--- src/rtl/pll_lock_supervisor.sv ---
// +-----------------------------------------------------------------------------+
// | pll_lock_supervisor: qualifies PLL lock and sequences the system reset.     |
// | Optional: define PLL_LOCK_GLITCH_FILTER_EN to ignore short lock drops in RUN.|
// | Revision: 1.0                                                               |
// +-----------------------------------------------------------------------------+
`default_nettype none

module pll_lock_supervisor #(
  parameter int SYNC_STAGES   = 2,
  parameter int STABLE_CYCLES = 4096,
  parameter int HOLD_CYCLES   = 16,
  parameter int CNT_W         = 8
) (
  input  logic             clock_in,
  input  logic             resetb,
  input  logic             pll_locked,
  input  logic             clear_sticky,
  output logic             sys_resetb,
  output logic             ready,
  output logic             lock_lost_sticky,
  output logic [CNT_W-1:0] loss_count,
  output logic [2:0]       state_dbg
);

  typedef enum logic [2:0] {
    ST_HOLD   = 3'd0,
    ST_WAIT   = 3'd1,
    ST_STABLE = 3'd2,
    ST_RUN    = 3'd3,
    ST_LOST   = 3'd4
  } state_t;

  localparam int HOLD_W   = $clog2(HOLD_CYCLES + 1);
  localparam int STABLE_W = $clog2(STABLE_CYCLES + 1);
  localparam logic [HOLD_W-1:0]   HOLD_LAST   = HOLD_W'(HOLD_CYCLES - 1);
  localparam logic [STABLE_W-1:0] STABLE_LAST = STABLE_W'(STABLE_CYCLES - 1);
  localparam logic [CNT_W-1:0]    CNT_MAX     = '1;

`ifdef PLL_LOCK_GLITCH_FILTER_EN
  localparam int GLITCH_CYCLES = 8;
  localparam int GLITCH_W      = $clog2(GLITCH_CYCLES + 1);
  localparam logic [GLITCH_W-1:0] GLITCH_LAST = GLITCH_W'(GLITCH_CYCLES - 1);
  logic [GLITCH_W-1:0] glitch_cnt_q, glitch_cnt_d;
`endif

  logic [SYNC_STAGES-1:0] sync_q, sync_d;
  state_t                 state_q, state_d;
  logic [HOLD_W-1:0]      hold_cnt_q, hold_cnt_d;
  logic [STABLE_W-1:0]    stable_cnt_q, stable_cnt_d;
  logic                   sys_resetb_q, sys_resetb_d;
  logic                   ready_q, ready_d;
  logic                   sticky_q, sticky_d;
  logic [CNT_W-1:0]       loss_cnt_q, loss_cnt_d;
  logic                   locked_s;
  logic                   loss_event;

  assign sync_d   = {sync_q[SYNC_STAGES-2:0], pll_locked};
  assign locked_s = sync_q[SYNC_STAGES-1];

  always_comb begin
    state_d      = state_q;
    hold_cnt_d   = hold_cnt_q;
    stable_cnt_d = stable_cnt_q;
`ifdef PLL_LOCK_GLITCH_FILTER_EN
    glitch_cnt_d = '0;
`endif
    case (state_q)
      ST_HOLD: begin
        if (hold_cnt_q == HOLD_LAST) begin
          state_d    = ST_WAIT;
          hold_cnt_d = '0;
        end else begin
          hold_cnt_d = hold_cnt_q + 1'b1;
        end
      end
      ST_WAIT: begin
        if (locked_s) begin
          state_d      = ST_STABLE;
          stable_cnt_d = '0;
        end
      end
      ST_STABLE: begin
        if (!locked_s) begin
          state_d      = ST_WAIT;
          stable_cnt_d = '0;
        end else if (stable_cnt_q == STABLE_LAST) begin
          state_d      = ST_RUN;
          stable_cnt_d = '0;
        end else begin
          stable_cnt_d = stable_cnt_q + 1'b1;
        end
      end
      ST_RUN: begin
`ifdef PLL_LOCK_GLITCH_FILTER_EN
        // Only a drop lasting GLITCH_CYCLES consecutive cycles counts as loss.
        if (!locked_s) begin
          if (glitch_cnt_q == GLITCH_LAST) state_d = ST_LOST;
          else                             glitch_cnt_d = glitch_cnt_q + 1'b1;
        end
`else
        if (!locked_s) state_d = ST_LOST;
`endif
      end
      ST_LOST: begin
        state_d    = ST_HOLD;
        hold_cnt_d = '0;
      end
      default: begin
        state_d      = ST_HOLD;
        hold_cnt_d   = '0;
        stable_cnt_d = '0;
      end
    endcase
  end

  // A loss event coinciding with clear_sticky restarts the record at one event.
  always_comb begin
    loss_event   = (state_q == ST_RUN) && (state_d == ST_LOST);
    sticky_d     = sticky_q;
    loss_cnt_d   = loss_cnt_q;
    if (loss_event) begin
      sticky_d   = 1'b1;
      if (clear_sticky)              loss_cnt_d = CNT_W'(1);
      else if (loss_cnt_q != CNT_MAX) loss_cnt_d = loss_cnt_q + 1'b1;
    end else if (clear_sticky) begin
      sticky_d   = 1'b0;
      loss_cnt_d = '0;
    end
    sys_resetb_d = (state_d == ST_RUN);
    ready_d      = (state_d == ST_RUN);
  end

  always_ff @(posedge clock_in or negedge resetb) begin
    if (!resetb) begin
      sync_q       <= '0;
      state_q      <= ST_HOLD;
      hold_cnt_q   <= '0;
      stable_cnt_q <= '0;
      sys_resetb_q <= 1'b0;
      ready_q      <= 1'b0;
      sticky_q     <= 1'b0;
      loss_cnt_q   <= '0;
`ifdef PLL_LOCK_GLITCH_FILTER_EN
      glitch_cnt_q <= '0;
`endif
    end else begin
      sync_q       <= sync_d;
      state_q      <= state_d;
      hold_cnt_q   <= hold_cnt_d;
      stable_cnt_q <= stable_cnt_d;
      sys_resetb_q <= sys_resetb_d;
      ready_q      <= ready_d;
      sticky_q     <= sticky_d;
      loss_cnt_q   <= loss_cnt_d;
`ifdef PLL_LOCK_GLITCH_FILTER_EN
      glitch_cnt_q <= glitch_cnt_d;
`endif
    end
  end

  assign sys_resetb       = sys_resetb_q;
  assign ready            = ready_q;
  assign lock_lost_sticky = sticky_q;
  assign loss_count       = loss_cnt_q;
  assign state_dbg        = state_q;

endmodule

`default_nettype wire
--- config.mk ---
export PLATFORM = sky130hd
export DESIGN_NAME = pll_lock_supervisor
export DESIGN_NICKNAME = d
export VERILOG_FILES = /design/src/rtl/pll_lock_supervisor.sv
export SDC_FILE = /design/constraint.sdc
export NUM_CORES = 1
export LEC_CHECK = 0
export ABC_CLOCK_PERIOD_IN_PS = 3090
export BUFFER_PORTS_ARGS = -buffer_cell sky130_fd_sc_hd__buf_4
export CAP_MARGIN = 20
export CORE_MARGIN = 8
export CORE_UTILIZATION = 62
export CTS_CLUSTER_SIZE = 14
export DETAILED_ROUTE_END_ITERATION = 8
export PLACE_DENSITY = 0.91
export REMOVE_ABC_BUFFERS = 1
export SKIP_CTS_REPAIR_TIMING = 1
export SLEW_MARGIN = 20
export SYNTH_ARGS = -nofsm -noshare
export SYNTH_HDL_FRONTEND = slang
export SYNTH_SLANG_ARGS = --single-unit
--- constraint.sdc ---
create_clock -name clock_in -period 3.09 [get_ports clock_in]
set_input_delay 0.7725 -clock clock_in [delete_from_list [all_inputs] [get_ports clock_in]]
set_output_delay 0.7725 -clock clock_in [all_outputs]
set_load 0.05 [all_outputs]
======== Yosys cells after proc, flatten, opt, wreduce, memory -nomap -nowiden ========
Cells that the tools add are included.
word-level totals
  bits in registers ....................... 33
  bits of input ports ..................... 4
  output and inout port bits .............. 14
  logic and storage cells ................. 47
operators by class
  add/subtract/negate cells ............... 3
  equality and inequality tests ........... 10
  multiplexer cells ....................... 18
  bitwise logic cells ..................... 1
  reduce and logical (&&, ||, !) cells .... 8
operators with widths
  kind                                                                     number
  13-bit 2-to-1 mux                                                        3
  13-bit one-hot mux with 3 select lines                                   1
  8-bit 2-to-1 mux                                                         4
  3-bit 2-to-1 mux                                                         5
  13-bit by 1-bit adder with 13-bit output, second input constant          1
  13-bit by 12-bit equality test with 1-bit output, second input constant  1
  3-bit one-hot mux with 4 select lines                                    1
  5-bit one-hot mux with 2 select lines                                    1
  3-bit by 2-bit equality test with 1-bit output, second input constant    3
  8-bit by 1-bit adder with 8-bit output, second input constant            1
  8-bit != test, second input constant                                     1
  3-bit equality test, second input constant                               2
  3-bit OR reduction                                                       2
  5-bit by 1-bit adder with 5-bit output, second input constant            1
  5-bit by 4-bit equality test with 1-bit output, second input constant    1
  5-bit 2-to-1 mux                                                         1
  2-bit AND reduction                                                      2
  2-bit nonzero test                                                       2
  3-bit by 1-bit equality test with 1-bit output, second input constant    1
  3-bit zero test                                                          1
  1-bit 2-to-1 mux                                                         2
  2-bit != test, second input constant                                     1
  1-bit logical AND                                                        1
  1-bit NOT                                                                1

======== Depth between registers and ports, before layout ========
Gate-level depths: netlist (run 1).
  depth in word-level cells ............... 8
  mapped depth ............................ 6
  mapped depth without buffers ............ 5

======== Worst setup path before layout (run 1) ========
No wires, ideal clock.
  path type ............................... register to register
  start point ............................. register state_q[0] (netlist: state_dbg[0])
  end point ............................... register stable_cnt_q[12]
  library setup time ...................... 120 ps
  arrival time ............................ 1719 ps
  data required time ...................... 2970 ps
  path slack .............................. 1251 ps
  stages on the path, launching flop included .. 7
  buffers on the path ..................... 2
  clock period less this slack ............ 1839 ps
  path through ............................ dfrtp_1 buf_4 or2_2 buf_4 o21ai_2 or4_1 and3_1
on the way
  longest elaborated chain between the ends .. 4
  elaborated cells on any way between the ends .. 10
  those cells by class .................... eq/ne (5); mux (1); bitwise (1); reduce/logical (3)
RTL lines
  element                                                                         line  RTL
  from (decl)                                                                     47    state_t state_q, state_d;
  from (signal assigned)                                                          148   state_q <= state_d;
  branches (longest 4 deep; another with 13-bit one-hot mux with 3 select lines)  -
  to (signal assigned)                                                            150   stable_cnt_q <= stable_cnt_d;
  to (decl)                                                                       49    logic [STABLE_W-1:0] stable_cnt_q, stable_cnt_d;
Several ways; the timed one is not identified.
A chain may end at the register's enable or synchronous reset.

======== Worst setup path after layout (run 1) ========
  start point ............................. register state_q[2] (netlist: state_dbg[2])
  end point ............................... output port state_dbg[2]
RTL lines
  element    line  RTL
  to (decl)  22    output logic [2:0] state_dbg
No word-level cell between the ends.

==> results of run 1 <==
path summary, 6_finish.rpt:
path	from	end	slack [ns]	cells past startpoint
max in group asynchronous	resetb	loss_count[3]	2.45	1
worst min-delay path	resetb	stable_cnt_q[12]	0.35	1
worst max-delay path	state_dbg[2]	state_dbg[2]	1.12	1
min in group clock_in	sync_q[0]	sync_q[1]	0.37	0
worst min register to register	sync_q[0]	sync_q[1]	0.37	0
worst max register to register	stable_cnt_q[0]	stable_cnt_q[1]	1.23	4
metal layers:
layer	part of all wire, %	track usage [%]	wire (um)	vias to the layer above
li1	-	-	-	696
met1	44	19.33	1550	702
met2	48	26.13	1667	55
met3	6.2	5.331	218	9
met4	2.1	9.719	72	0
met5	0	0	0	-
placed cells by master (no fill, tap or decap), types with 2 or more instances in the layout:
cell	synthesis	final
nand2_1	14	14
nor2_1	10	10
or2_2	2	2
or3_1	3	3
clkbuf_4	0	5
dfrtp_1	33	33
o31ai_1	2	2
buf_4	4	17
or4_1	3	3
and3_1	3	3
nor3_1	8	8
nand4_1	5	5
o21ai_2	2	2
nand2b_1	3	3
clkinv_2	0	2
a31oi_1	6	6
o21a_1	3	3
inv_1	7	7
nand3_1	10	10
a21oi_1	15	15
ha_1	3	3
a21o_1	2	2
o21ai_0	14	14
stage by stage:
stage          worst slack (ns)  total power, W  std cells
3_5_place_dp              1.243       0.0009864        219
6_report                  1.117        0.001210        227
5_1_grt                   1.042        0.001289        227
2_1_floorplan             1.177       0.0008612        171
4_1_cts                   1.097        0.001222        227
3_3_place_gp              1.341       0.0009629        219
final cells by class:
cell class / count / area, sq um / area share (%)
tap: 31 / 38.79 / 2.046
inverter: 7 / 26.28 / 1.386
clock inverter: 3 / 17.52 / 0.9241
timing repair buffer: 17 / 127.6 / 6.733
clock buffer: 5 / 37.54 / 1.980
multi-input combinational: 131 / 822.0 / 43.37
sequential: 33 / 825.8 / 43.56
sequential cells by signal (all words and copies together) (netlist names):
name and cells:
loss_count 8, sync_q 2, stable_cnt_q 13, hold_cnt_q 5, lock_lost_sticky 1, state_dbg 3
ready 1
power groups by stage:
stage / Clock [W] / Sequential [W] / Combinational, W
detailed placement: 0 / 0.000583 / 0.000403
global placement: 0 / 0.000573 / 0.000389
global route: 0.000265 / 0.000587 / 0.000437
floorplan: 0 / 0.000649 / 0.000212
finish: 0.000234 / 0.000575 / 0.000402
CTS: 0.000243 / 0.000574 / 0.000405
cell families after synthesis:
logic type | count (synthesis) | synth area share [%]
compound gates | 53 | 20.12
flops | 33 | 48.10
xor+xnor | 2 | 1.021
buf+inv | 14 | 4.008
fa+ha+maj | 3 | 2.187
mux | 1 | 0.5831
simple gates | 72 | 23.98
==> summary.txt, run 1 <==
Global route
  • Vias in the first global route: approximately 1,400
  • Overall Global Routing Usage: roughly 17%
  • Pin count of the biggest net entering global routing: 34
  • Initial antenna violation count: 0
  • First-pass GRT wire length: 5844 um
  • GRT overflow: 0

Setup path
  • Max Fanout on Critical Path: 14
  • Delay-heaviest family, CP: flip-flops
  • Crit-path cells: buf_4
  • Kind of critical path: register to primary output
  • Worst endpoint required time: 2.32 ns
  • Worst path slowest cell: dfrtp_1
  • CP Capture Type: primary output
  • Worst Path Arrival: ~1.2 ns
  • CP peak stage delay: 0.58 ns
  • Worst path buffer plus inverter count: 1
  • Startpoint types: register

Yosys
  • Syn avg cell area: between 9 and 10 sq um
  • Fraction of registers with async set/reset: 100.0%
  • Post-Syn Instances: 178
  • Commonest cells post-synth: 33 x dfrtp_1, 15 x a21oi_1, 14 x nand2_1, 14 x o21ai_0
  • Yosys reg bits: 33
  • Netlist Area Pre-Place: between 1500 and 2000 sq um
  • Synth Warn #: 0
  • Yosys top cell by area: dfrtp_1
  • Top cell type's share of synthesized area: between 40% and 50%
  • Post-synth EDFFs: 0
  • Post-synthesis sequential area ratio: 48.10%
  • Synth Flop Type: dfrtp_1
  • Most frequent cell after synthesis: dfrtp_1
  • Synth area leaders: dfrtp_1 48%, a21oi_1 4.4%, o21ai_0 4.1%
  • Count of unique library cells instantiated by Yosys: between 40 and 50

Floorplan
  • Die area: around 4700 sq um
  • Die height: 68.62 um
  • Die extent in x: around 69 um
  • Core Area: 2686 sq um
  • Std cell rows: 19
  • I/O pin count: 18
  • Initial Util: a little under two thirds

Timing
  • Slew Viols, Final: 0
  • Max transition margin: 69.34%
  • Achievable Freq: 506.9 MHz
  • Final critical-path share of the clock period: 63.85%
  • Final min period: 1.973 ns
  • Hold Worst Slack: approximately 0.35 ns
  • Clock skew after layout: 0.007963 ns
  • Final Setup Violations: 0
  • Final hold viol count: 0
  • Worst-Margin Slew: ~0.46 ns
  • Setup_tns: 0 ns
  • RSZ-0062 raised after global routing: no

Final layout
  • Area delta synth->final: 10.42%
  • Layout cells sized above 1: 17.35%
  • Antenna diode count: 0
  • Post-layout net count: 202
  • Filler cell count: ~190
  • Layout Utilization: 70.56%
  • Design area: 1896 sq um

Clocking
  • TritonCTS Sinks: 33
  • H-tree levels: 2
  • Cts bufs inserted: 5
  • CTS tree: done
  • CTS Root Buffer Type: clkbuf_4
  • Clock buffer depth: 2
  • Reg clk slew, reported paths: 0.10 ns
  • Clk_lat worst skew: roughly 0.34 ns

Placed design
  • Port buffer count: 17
  • Dpl hpwl: 2549 um
  • Routability Congestion: 0.9280
  • Placed cell areas: 1841 sq um

Power and ir drop
  • Part of the power in the clock network: 19.3%
  • Comb power frac: 33.2%
  • Reg power frac: a little under half
  • Worst VDD drop: between 0.5 and 0.6 mV
  • Switching pwr: 0.0004967 W
  • P_leak: 0.8393 nW
  • P_int: 0.0007134 W
  • Switching share of power: between 40 and 50%
  • PwrDens: 638.4 nW/um^2

Drt
  • 1st-pass router iterations: 4
  • DRC: 0
  • Avg Vias per Cell: 6.441
  • Routed WL: about 3500 um
  • Antenna Nets Post-Route: 0
  • DR WL/cell: 15.45 um
  • Via count: 1,462
  • Drt initial violations: 154

Outcome
  • Status: completed

Flow run
  • Max_cap viols: 0

Worst hold path
  • Hold Path Class: input pin to asynchronous set/reset pin
(Power assumes the default switching activity.)
==> run 2, diff against run 1 <==
--- a/config.mk
+++ b/config.mk
@@ -5,14 +5,14 @@
 export SDC_FILE = /design/constraint.sdc
 export NUM_CORES = 1
 export LEC_CHECK = 0
-export ABC_CLOCK_PERIOD_IN_PS = 3090
+export ABC_CLOCK_PERIOD_IN_PS = 1800
 export BUFFER_PORTS_ARGS = -buffer_cell sky130_fd_sc_hd__buf_4
 export CAP_MARGIN = 20
 export CORE_MARGIN = 8
-export CORE_UTILIZATION = 62
+export CORE_UTILIZATION = 52
 export CTS_CLUSTER_SIZE = 14
 export DETAILED_ROUTE_END_ITERATION = 8
-export PLACE_DENSITY = 0.91
+export PLACE_DENSITY = 0.83
 export REMOVE_ABC_BUFFERS = 1
 export SKIP_CTS_REPAIR_TIMING = 1
 export SLEW_MARGIN = 20
==> constraint.sdc (replaced) <==
create_clock -name clock_in -period 1.8 [get_ports clock_in]
set_input_delay 0.45 -clock clock_in [delete_from_list [all_inputs] [get_ports clock_in]]
set_output_delay 0.45 -clock clock_in [all_outputs]
set_load 0.05 [all_outputs]
==> run 2 against run 1 <==
Effect of this change:
- sequential cell count is the same
- wire length shrank 0.60%
- critical path depth grew 3
- critical path type is now register to register
- highest routed layer unchanged
==> summary.txt, run 2 (synthesis gave the netlist of run 1 again) <==
Outcome
  • Status: completed

Power and ir drop
  • PwrDens: 1090 nW/um^2
  • Worst VDD drop: around 0.65 mV
  • P_leak: slightly below 0.9 nW

Drt
  • Via count: 1,443
  • DR WL/cell: between 10 and 15 um
  • Antenna Nets Post-Route: 0
  • Routed WL: 3486 um
  • Drt initial violations: 107
  • Avg Vias per Cell: roughly 5.7
  • DRC: 0
  • 1st-pass router iterations: 4

Clocking
  • Clock buffer depth: 2
  • CTS tree: done
  • CTS Root Buffer Type: clkbuf_4
  • TritonCTS Sinks: 33
  • Reg clk slew, reported paths: 0.10 ns
  • H-tree levels: 2
  • Cts bufs inserted: 5
  • Clk_lat worst skew: 0.33 ns

Setup path
  • Worst reg2reg path depth: 4
  • CP peak stage delay: 0.58 ns
  • RR Endpoint: stable_cnt_q[9]
  • Kind of critical path: register to register
  • Worst path buffer plus inverter count: 0
  • Max Fanout on Critical Path: 10
  • Delay-heaviest family, CP: compound AO/OA/AOI/OAI gates
  • Startpoint types: register
  • CP Capture Type: register
  • Worst endpoint required time: 2.01 ns
  • R2r startpoint: stable_cnt_q[9]
  • Worst path slowest cell: o41a_1
  • Worst Path Arrival: 1.88 ns
  • Flop2flop setup slack: 0.13 ns
  • Crit-path cells: nand4_1, o41a_1, a21oi_1, a31oi_1

Placed design
  • Port buffer count: 17
  • Routability Congestion: 0.8064
  • Dpl hpwl: 2500 um

Timing
  • Slew Viols, Final: 0
  • Max transition margin: about 70%
  • Hold Worst Slack: 0.02829 ns
  • Worst-Margin Slew: around 0.46 ns
  • Final critical-path share of the clock period: 92.80%
  • Final Setup Violations: 0
  • Achievable Freq: about 600 MHz
  • Final hold viol count: 0
  • Setup_tns: 0 ns
  • Clock skew after layout: 0.004261 ns
  • RSZ-0062 raised after global routing: no
  • Final min period: 1.670 ns

Worst hold path
  • Hold Path Class: input pin to asynchronous set/reset pin

Floorplan
  • Die extent in x: 73.46 um
  • Initial Util: 52.69%
  • Core Area: 3258 sq um
  • Die area: 5396 sq um
  • Die height: 73.46 um
  • Std cell rows: 21
  • I/O pin count: 18

Final layout
  • Most flops, register: stable_cnt_q
  • Layout Utilization: about 61%
  • Area delta synth->final: 15.45%
  • Layout cells sized above 1: 20.98%
  • Most frequent cells in the layout: 33 x dfrtp_1, 26 x buf_4, 15 x a21oi_1
  • Antenna diode count: 0
  • Largest register FFs: 13
  • Post-layout net count: 211
  • Most common cell after layout, fill and taps aside: dfrtp_1
  • Filler cell count: 308

Global route
  • GRT overflow: 0
  • First-pass GRT wire length: 6106 um
  • Overall Global Routing Usage: 14.39%
  • Initial antenna violation count: 0
  • Pin count of the biggest net entering global routing: 34
  • Vias in the first global route: 1,340

Flow run
  • Max_cap viols: 0
## run 2: per-layer routing
layer	share of wire (%)	track usage [%]
met5	0	0
met4	0.89	3.326
met3	4.4	5.048
met2	47	22.24
met1	47	18.66
## run 2: worst register-to-register path, stage by stage (launching register included)
cell and delay [ns]:
dfrtp_1 0.44, nand4_1 0.24, o41a_1 0.58, a21oi_1 0.22, a31oi_1 0.07
## run 2: power by group
group | total, W | internal (W) | leakage (nW) | switching (W)
registers | 0.000961 | 0.000841 | 0.446 | 0.000119
logic | 0.000792 | 0.000297 | 0.407 | 0.000495
clock network | 0.000407 | 0.000147 | 0.0310 | 0.000259
total | 0.00216 | 0.00129 | 0.884 | 0.000874
## run 2: area by class of cell
class	instances	area [sq um]	area share, %
multi-input cells	131	822.0	41.48
flip-flops and latches	33	825.8	41.67
well taps	46	57.56	2.904
inverters	7	26.28	1.326
clock inverters	3	17.52	0.8838
clock buffers	5	37.54	1.894
repair buffers	26	195.2	9.848
## run 2: worst max path at each step
stage | depth (start not counted) | startpoint | endpoint
6_report | 4 | stable_cnt_q[9] | stable_cnt_q[9]
5_1_grt | 4 | state_dbg[0] | stable_cnt_q[11]
4_1_cts | 5 | stable_cnt_q[0] | stable_cnt_q[9]
3_5_place_dp | 5 | stable_cnt_q[0] | stable_cnt_q[9]
3_3_place_gp | 4 | stable_cnt_q[0] | stable_cnt_q[1]
2_1_floorplan | 4 | state_dbg[2] | loss_count[5]
## run 2: stage by stage
stage	setup slack (ns)	total power (W)	instances	area, sq um
after detailed placement	0.1190	0.001764	243	1927
after global placement	0.1756	0.001745	243	1927
after floorplan	-0.1134	0.001478	171	1674
final	0.1296	0.002160	251	1982
after global routing	0.01680	0.002316	251	1982
after CTS	0.08874	0.002173	251	1982
